==> config.mk <==
export PLATFORM = sky130hd
export DESIGN_NAME = gamepad_reader_flat
export DESIGN_NICKNAME = d
export VERILOG_FILES = /design/src/rtl/gamepad_reader_if.sv /design/src/rtl/gamepad_reader.sv /design/src/flat_wrapper.sv
export SDC_FILE = /design/constraint.sdc
export NUM_CORES = 1
export LEC_CHECK = 0
export ABC_AREA = 1
export BUFFER_PORTS_ARGS = -buffer_cell sky130_fd_sc_hd__buf_2
export CORE_MARGIN = 1.5
export CORE_UTILIZATION = 60
export DETAILED_ROUTE_END_ITERATION = 7
export PLACE_DENSITY = 0.81
export SYNTH_ARGS = -nofsm -noshare
export SYNTH_HDL_FRONTEND = slang
export SYNTH_SLANG_ARGS = --single-unit
==> constraint.sdc <==
create_clock -name clk -period 2.08 [get_ports clk]
set_clock_uncertainty 0.15 [all_clocks]
set_input_delay 0.104 -clock clk [delete_from_list [all_inputs] [get_ports clk]]
set_output_delay 0.104 -clock clk [all_outputs]
set_load 0.005 [all_outputs]
==> src/rtl/gamepad_reader_if.sv <==
// Pins on the gamepad side plus the decoded outputs used by the sprite/motion logic.
interface gamepad_reader_if;
  logic       pad_data;
  logic       gameover;
  logic       pad_latch;
  logic       pad_clk;
  logic [7:0] buttons;
  logic       L, R, U, D;
  logic [1:0] cd;
  logic       frame_valid;

  modport slave (
    input  pad_data, gameover,
    output pad_latch, pad_clk, buttons, L, R, U, D, cd, frame_valid
  );

  modport master (
    output pad_data, gameover,
    input  pad_latch, pad_clk, buttons, L, R, U, D, cd, frame_valid
  );
endinterface

==> src/rtl/gamepad_reader.sv <==
// Polls an NES-style latch/clock/data gamepad and produces raw buttons,
// cleaned direction strobes and a sticky current-direction code.
module gamepad_reader #(
  parameter int CLK_DIV     = 300,
  parameter int POLL_PERIOD = 1666667
) (
  input  logic              clk,
  input  logic              reset,
  gamepad_reader_if.slave   bus
);
  localparam int PW  = $clog2(POLL_PERIOD);
  localparam int PHW = $clog2(2 * CLK_DIV);

  typedef enum logic [2:0] {S_IDLE, S_LATCH, S_LOW, S_HIGH, S_UPDATE} state_t;

  state_t           r_state, w_state_nx;
  logic [PW-1:0]    r_poll;
  logic [PHW-1:0]   r_ph, w_ph_nx;
  logic [2:0]       r_idx, w_idx_nx;
  logic             w_sample;
  logic             w_tick;
  logic [1:0]       r_sync;
  logic [7:0]       r_shift;

  logic             r_pad_latch, r_pad_clk;
  logic [7:0]       r_buttons;
  logic             r_l, r_r, r_u, r_d;
  logic [1:0]       r_cd, w_cd_nx;
  logic             r_frame_valid;

  logic             w_l, w_r, w_u, w_d;
  logic [3:0]       w_pressed, w_prev, w_new;

  assign w_tick = (r_poll == PW'(POLL_PERIOD - 1));

  always_ff @(posedge clk or posedge reset) begin
    if (reset) begin
      r_poll <= '0;
      r_sync <= 2'b11;
    end else begin
      r_poll <= w_tick ? '0 : r_poll + 1'b1;
      r_sync <= {r_sync[0], bus.pad_data};
    end
  end

  always_ff @(posedge clk or posedge reset) begin
    if (reset) begin
      r_state <= S_IDLE;
      r_ph    <= '0;
      r_idx   <= '0;
    end else begin
      r_state <= w_state_nx;
      r_ph    <= w_ph_nx;
      r_idx   <= w_idx_nx;
    end
  end

  always_comb begin
    w_state_nx = r_state;
    w_ph_nx    = r_ph + 1'b1;
    w_idx_nx   = r_idx;
    w_sample   = 1'b0;
    case (r_state)
      S_IDLE: begin
        w_ph_nx = '0;
        if (w_tick) w_state_nx = S_LATCH;
      end
      S_LATCH: begin
        if (r_ph == PHW'(2 * CLK_DIV - 1)) begin
          w_state_nx = S_LOW;
          w_ph_nx    = '0;
          w_idx_nx   = '0;
        end
      end
      S_LOW: begin
        if (r_ph == PHW'(CLK_DIV - 1)) begin
          w_sample   = 1'b1;
          w_ph_nx    = '0;
          w_state_nx = (r_idx == 3'd7) ? S_UPDATE : S_HIGH;
        end
      end
      S_HIGH: begin
        if (r_ph == PHW'(CLK_DIV - 1)) begin
          w_state_nx = S_LOW;
          w_ph_nx    = '0;
          w_idx_nx   = r_idx + 1'b1;
        end
      end
      S_UPDATE: begin
        w_state_nx = S_IDLE;
        w_ph_nx    = '0;
      end
      default: begin
        w_state_nx = S_IDLE;
        w_ph_nx    = '0;
      end
    endcase
  end

  // Pad pins are registered off the next state so they toggle cleanly on an edge.
  always_ff @(posedge clk or posedge reset) begin
    if (reset) begin
      r_pad_latch <= 1'b0;
      r_pad_clk   <= 1'b0;
      r_shift     <= '0;
    end else begin
      r_pad_latch <= (w_state_nx == S_LATCH);
      r_pad_clk   <= (w_state_nx == S_HIGH);
      if (w_sample) r_shift[r_idx] <= ~r_sync[1];
    end
  end

  assign w_l = r_shift[6] & ~r_shift[7] & ~bus.gameover;
  assign w_r = r_shift[7] & ~r_shift[6] & ~bus.gameover;
  assign w_u = r_shift[4] & ~r_shift[5] & ~bus.gameover;
  assign w_d = r_shift[5] & ~r_shift[4] & ~bus.gameover;

  // Indexed by cd encoding so bit n is the direction whose code is n.
  assign w_pressed = {w_l, w_d, w_r, w_u};
  assign w_prev    = {r_l, r_d, r_r, r_u};
  assign w_new     = w_pressed & ~w_prev;

  function automatic logic [1:0] pick(input logic [3:0] v);
    if (v[0])      pick = 2'b00;
    else if (v[1]) pick = 2'b01;
    else if (v[2]) pick = 2'b10;
    else           pick = 2'b11;
  endfunction

  always_comb begin
    w_cd_nx = r_cd;
    if (bus.gameover)                        w_cd_nx = r_cd;
    else if (|w_new)                         w_cd_nx = pick(w_new);
    else if (!w_pressed[r_cd] && |w_pressed) w_cd_nx = pick(w_pressed);
  end

  always_ff @(posedge clk or posedge reset) begin
    if (reset) begin
      r_buttons     <= '0;
      r_l           <= 1'b0;
      r_r           <= 1'b0;
      r_u           <= 1'b0;
      r_d           <= 1'b0;
      r_cd          <= 2'b10;
      r_frame_valid <= 1'b0;
    end else begin
      r_frame_valid <= (r_state == S_UPDATE);
      if (r_state == S_UPDATE) begin
        r_buttons <= r_shift;
        r_l       <= w_l;
        r_r       <= w_r;
        r_u       <= w_u;
        r_d       <= w_d;
        r_cd      <= w_cd_nx;
      end
    end
  end

  assign bus.pad_latch   = r_pad_latch;
  assign bus.pad_clk     = r_pad_clk;
  assign bus.buttons     = r_buttons;
  assign bus.L           = r_l;
  assign bus.R           = r_r;
  assign bus.U           = r_u;
  assign bus.D           = r_d;
  assign bus.cd          = r_cd;
  assign bus.frame_valid = r_frame_valid;
endmodule

==> src/flat_wrapper.sv <==
// flat-port wrapper written by rule: the top's interface ports become plain ports
module gamepad_reader_flat 
#(
  parameter int CLK_DIV     = 300,
  parameter int POLL_PERIOD = 1666667
)
  (clk, reset, bus_pad_data, bus_gameover, bus_pad_latch, bus_pad_clk, bus_buttons, bus_L, bus_R, bus_U, bus_D, bus_cd, bus_frame_valid);
  gamepad_reader_if bus_i ();
  input  logic clk;
  input  logic reset;
  input wire logic [$bits(bus_i.pad_data)-1:0] bus_pad_data;
  input wire logic [$bits(bus_i.gameover)-1:0] bus_gameover;
  output wire logic [$bits(bus_i.pad_latch)-1:0] bus_pad_latch;
  output wire logic [$bits(bus_i.pad_clk)-1:0] bus_pad_clk;
  output wire logic [$bits(bus_i.buttons)-1:0] bus_buttons;
  output wire logic [$bits(bus_i.L)-1:0] bus_L;
  output wire logic [$bits(bus_i.R)-1:0] bus_R;
  output wire logic [$bits(bus_i.U)-1:0] bus_U;
  output wire logic [$bits(bus_i.D)-1:0] bus_D;
  output wire logic [$bits(bus_i.cd)-1:0] bus_cd;
  output wire logic [$bits(bus_i.frame_valid)-1:0] bus_frame_valid;
  assign bus_i.pad_data = bus_pad_data;
  assign bus_i.gameover = bus_gameover;
  assign bus_pad_latch = bus_i.pad_latch;
  assign bus_pad_clk = bus_i.pad_clk;
  assign bus_buttons = bus_i.buttons;
  assign bus_L = bus_i.L;
  assign bus_R = bus_i.R;
  assign bus_U = bus_i.U;
  assign bus_D = bus_i.D;
  assign bus_cd = bus_i.cd;
  assign bus_frame_valid = bus_i.frame_valid;
  gamepad_reader #(.CLK_DIV(CLK_DIV), .POLL_PERIOD(POLL_PERIOD)) u_core (.clk(clk), .reset(reset), .bus(bus_i));
endmodule
==> flow_summary.toml <==
[run_status]
status = "finished, final reports clean"

[hold_path]
min_path_type = "in2reg"
min_from = "bus_gameover"
min_path_cells = 6
hold_end = "u_core.bus.R"

[synthesis]
synth_area_leaders = "dfrtp_1 (46%), nand2_1 (13%), inv_1 (7.1%)"
ys_warn_count = 0
synth-seq-cells = 64
synth_seq_area_share_pct = 48.4
synth.net_count = 441
ys.flop_type = "dfrtp_1"
synth_top_area_share_pct = 46.0
synth_enable_flop_cells = 0
yosys.area.top_type = "dfrtp_1"
avgSynthCellArea_um2 = 7.68
synth_commonest_cells = "nand2_1 (115), inv_1 (63), dfrtp_1 (61)"
synth.most_common_cell = "nand2_1"
ys_types = 27
syn_area_um2 = 3320
syn_inst = 432
async_flop_share_pct = 100

[clock_network]
cts_max_path_buffers = 2
clk_latency_ns = 0.34
path_clk_slew_ns = 0.06
cts_tree = "yes"
cts_resized = 0
h-tree-depth = 3
cts_root_buffer = "clkbuf_8"
postCtsSetupRepairBufs = 0
cts_sinks = 64
ctsHoldBuffers = 2
cts_buffers = 9

[layout]
drive_gt1_share_pct = 12.7
area_delta_synth_final_pct = 14.0
seq_area_um2 = 1610
diodes = 0
multi_input_comb_area_um2 = 1460
fillers = 412
nNetsFinal = 476
fin_util_pct = 72.6
postLayoutCellArea_um2 = 3780

[critical_path]
cp_slowest_cell = "dfrtp_1"
crit_arrival_ns = 1.88
r2r-start = "u_core.r_ph[0]"
reg2regPathDepth = 7
r2r-end = "u_core.r_ph[8]"
cp_top_family = "simple AND/OR/NAND/NOR gates"
cpMostUsedCell = "nor2_1"
start_kind = "register"
critPathCaptureType = "register"
cp_slowest_stage_delay_ns = 0.41
required_ns = 2.15
r2r_slack_ns = 0.27
cp.buffers_inverters = 0
path_cells = "ha_1 > nand2_1 > nor2_1 > nand3_1 > nor3_1 > xor2_1 > nor2_1"
path_max_fanout = 6
path_class = "reg2reg"

[routing]
num_vias = 2815
remaining_drc_errors = 0
drt_iter0_drc = 190
viasPerCell = 5.19
drt-pass1-iter-count = 5
wl_per_cell_um = 11.9
drt_wl_total_mm = 6.44
ant_nets = 0

[power]
pwr-share-seq_pct = 50.8
clkPwrFrac_pct = 47.7
p_leak_uw = 0.00187
p_comb_share_pct = 1.5
irDropWorstVdd_mv = 0.421
p_sw_uw = 497
powerDensity_nw_per_um2 = 651
total_power_uw = 2460
switching_share_pct = 20.2
power.internal_uw = 1960

[timing]
finalHoldViolCount = 0
fin_crit_ns = 1.81
fin_tns_setup_ns = 0
post-route-period-util_pct = 87.0
max_freq_mhz = 553
setup-violations-final = 0
grt_setup_unrepaired = "no"
worst_slack_ns = 0.271
slew_headroom_pct = 67.9
tightest_slew_ns = 0.481
drv_slew = 0

[place]
dpl_cell_area_um2 = 3540
hpwl_mm = 4.79
dpl_worst_slack_ns = 0.286
portBuffers = 20
place.gp.congestion = 0.920

[global_routing]
grt_pass1_vias = 2661
grt_usage_pct = 24.3
grt_start_max_net_pins = 38
grt_pass1_wl_mm = 11.4
antenna_found_initial = 0
grt_remaining_overflow = 0

[floorplanning]
ioPinCount = 21
num_rows = 26
die_w_um = 77.4
start_util_pct = 63.7
die_y_um = 77.4
die-area_um2 = 5990
core_area_um2 = 5200

[run]
drv_cap = 0
registers in the layout, indices dropped and copies added, names as in the netlist, 2 cells and up:
name / flops
u_core.bus.cd: 2
u_core.r_state: 3
u_core.r_ph: 10
u_core.r_sync: 2
u_core.r_poll: 21
u_core.bus.buttons: 8
u_core.r_shift: 8
u_core.r_idx: 3
routing by layer:
metal,global-route usage (%),wire length (um),vias to the layer above
li1,-,-,1441
met5,0,0,-
met4,11.3,130,0
met1,30.1,3000,1293
met2,41.1,3080,66
met3,4.59,231,15
power by group through the flow:
stage               combinational [uW]  clock, uW  sequential [uW]
floorplan                         20.1          0             1270
global placement                  35.5          0             1270
detailed placement                36.6          0             1270
CTS                               39.3       1190             1250
global route                      44.1       1260             1250
finish                            37.2       1170             1250
layout make-up:
cell class | count | area share (%)
Clock buffer | 11 | 3.74
Clock inverter | 5 | 2.12
Inverter | 66 | 6.55
Multi-Input combinational cell | 300 | 38.5
Sequential cell | 64 | 42.5
Tap cell | 70 | 2.32
Timing Repair Buffer | 26 | 4.30
kinds of logic (layout without fill, tap and decap cells):
| logic type | count (synthesis) | after routing | share of synthesized area [%] |
|---|---|---|---|
| buffers and inverters | 68 | 108 | 7.73 |
| adders and majority gates | 5 | 5 | 1.89 |
| AOI/OAI and AO/OA | 36 | 36 | 5.66 |
| DFF | 64 | 64 | 48.4 |
| xor gates and xnor gates | 12 | 12 | 3.17 |
| and+or+nand+nor | 247 | 247 | 33.2 |
per-stage QoR:
stage               hold slack (ns)  cells
floorplan                   -0.0415    432
global placement          -0.000424    524
detailed placement          0.00370    524
CTS                          0.0716    542
global route                  0.117    542
finish                       0.0934    542
worst max-delay path by stage:
stage	from	endpoint	cells after the start
after floorplan	reset	u_core.bus.D	1
after global placement	u_core.r_poll[0]	u_core.r_poll[3]	8
after detailed placement	u_core.r_poll[0]	u_core.r_poll[6]	8
after CTS	u_core.r_ph[0]	u_core.r_ph[8]	7
after global routing	u_core.r_ph[0]	u_core.r_ph[8]	7
final	u_core.r_ph[0]	u_core.r_ph[8]	7
worst register-to-register path: stages (launching register included):
cell and delay, ns:
dfrtp_1 0.41, ha_1 0.22, nand2_1 0.10, nor2_1 0.20
nand3_1 0.14, nor3_1 0.25, xor2_1 0.18, nor2_1 0.06
cells in the final DEF (no fill, tap or decap):
| cell type | synthesis | final |
|---|---|---|
| dlygate4sd3_1 | 0 | 2 |
| a21oi_1 | 6 | 6 |
| nand3_1 | 38 | 38 |
| nor3_1 | 15 | 15 |
| o21ai_1 | 8 | 8 |
| nand4_1 | 11 | 11 |
| bufinv_16 | 0 | 2 |
| o211ai_1 | 1 | 1 |
| xor2_1 | 10 | 10 |
| o21ai_0 | 19 | 19 |
| xnor2_1 | 2 | 2 |
| nor2_1 | 50 | 50 |
| nand3b_1 | 2 | 2 |
| inv_2 | 3 | 4 |
| buf_4 | 0 | 3 |
| clkbuf_8 | 0 | 10 |
| o21bai_1 | 2 | 2 |
| inv_1 | 63 | 62 |
| clkinvlp_4 | 0 | 2 |
| clkinv_2 | 0 | 1 |
| nor2_4 | 3 | 3 |
| dfrtp_1 | 61 | 61 |
| nand3_2 | 2 | 2 |
| nor2_2 | 3 | 3 |
| ha_1 | 5 | 5 |
| clkbuf_1 | 1 | 1 |
| buf_12 | 0 | 1 |
| nand2_1 | 115 | 115 |
| nor3b_1 | 2 | 2 |
| buf_2 | 1 | 20 |
| or2_2 | 2 | 2 |
| nor3_2 | 2 | 2 |
| dfstp_2 | 3 | 3 |
| nand2_2 | 2 | 2 |
No activity file was read; power rests on OpenSTA's default activity.
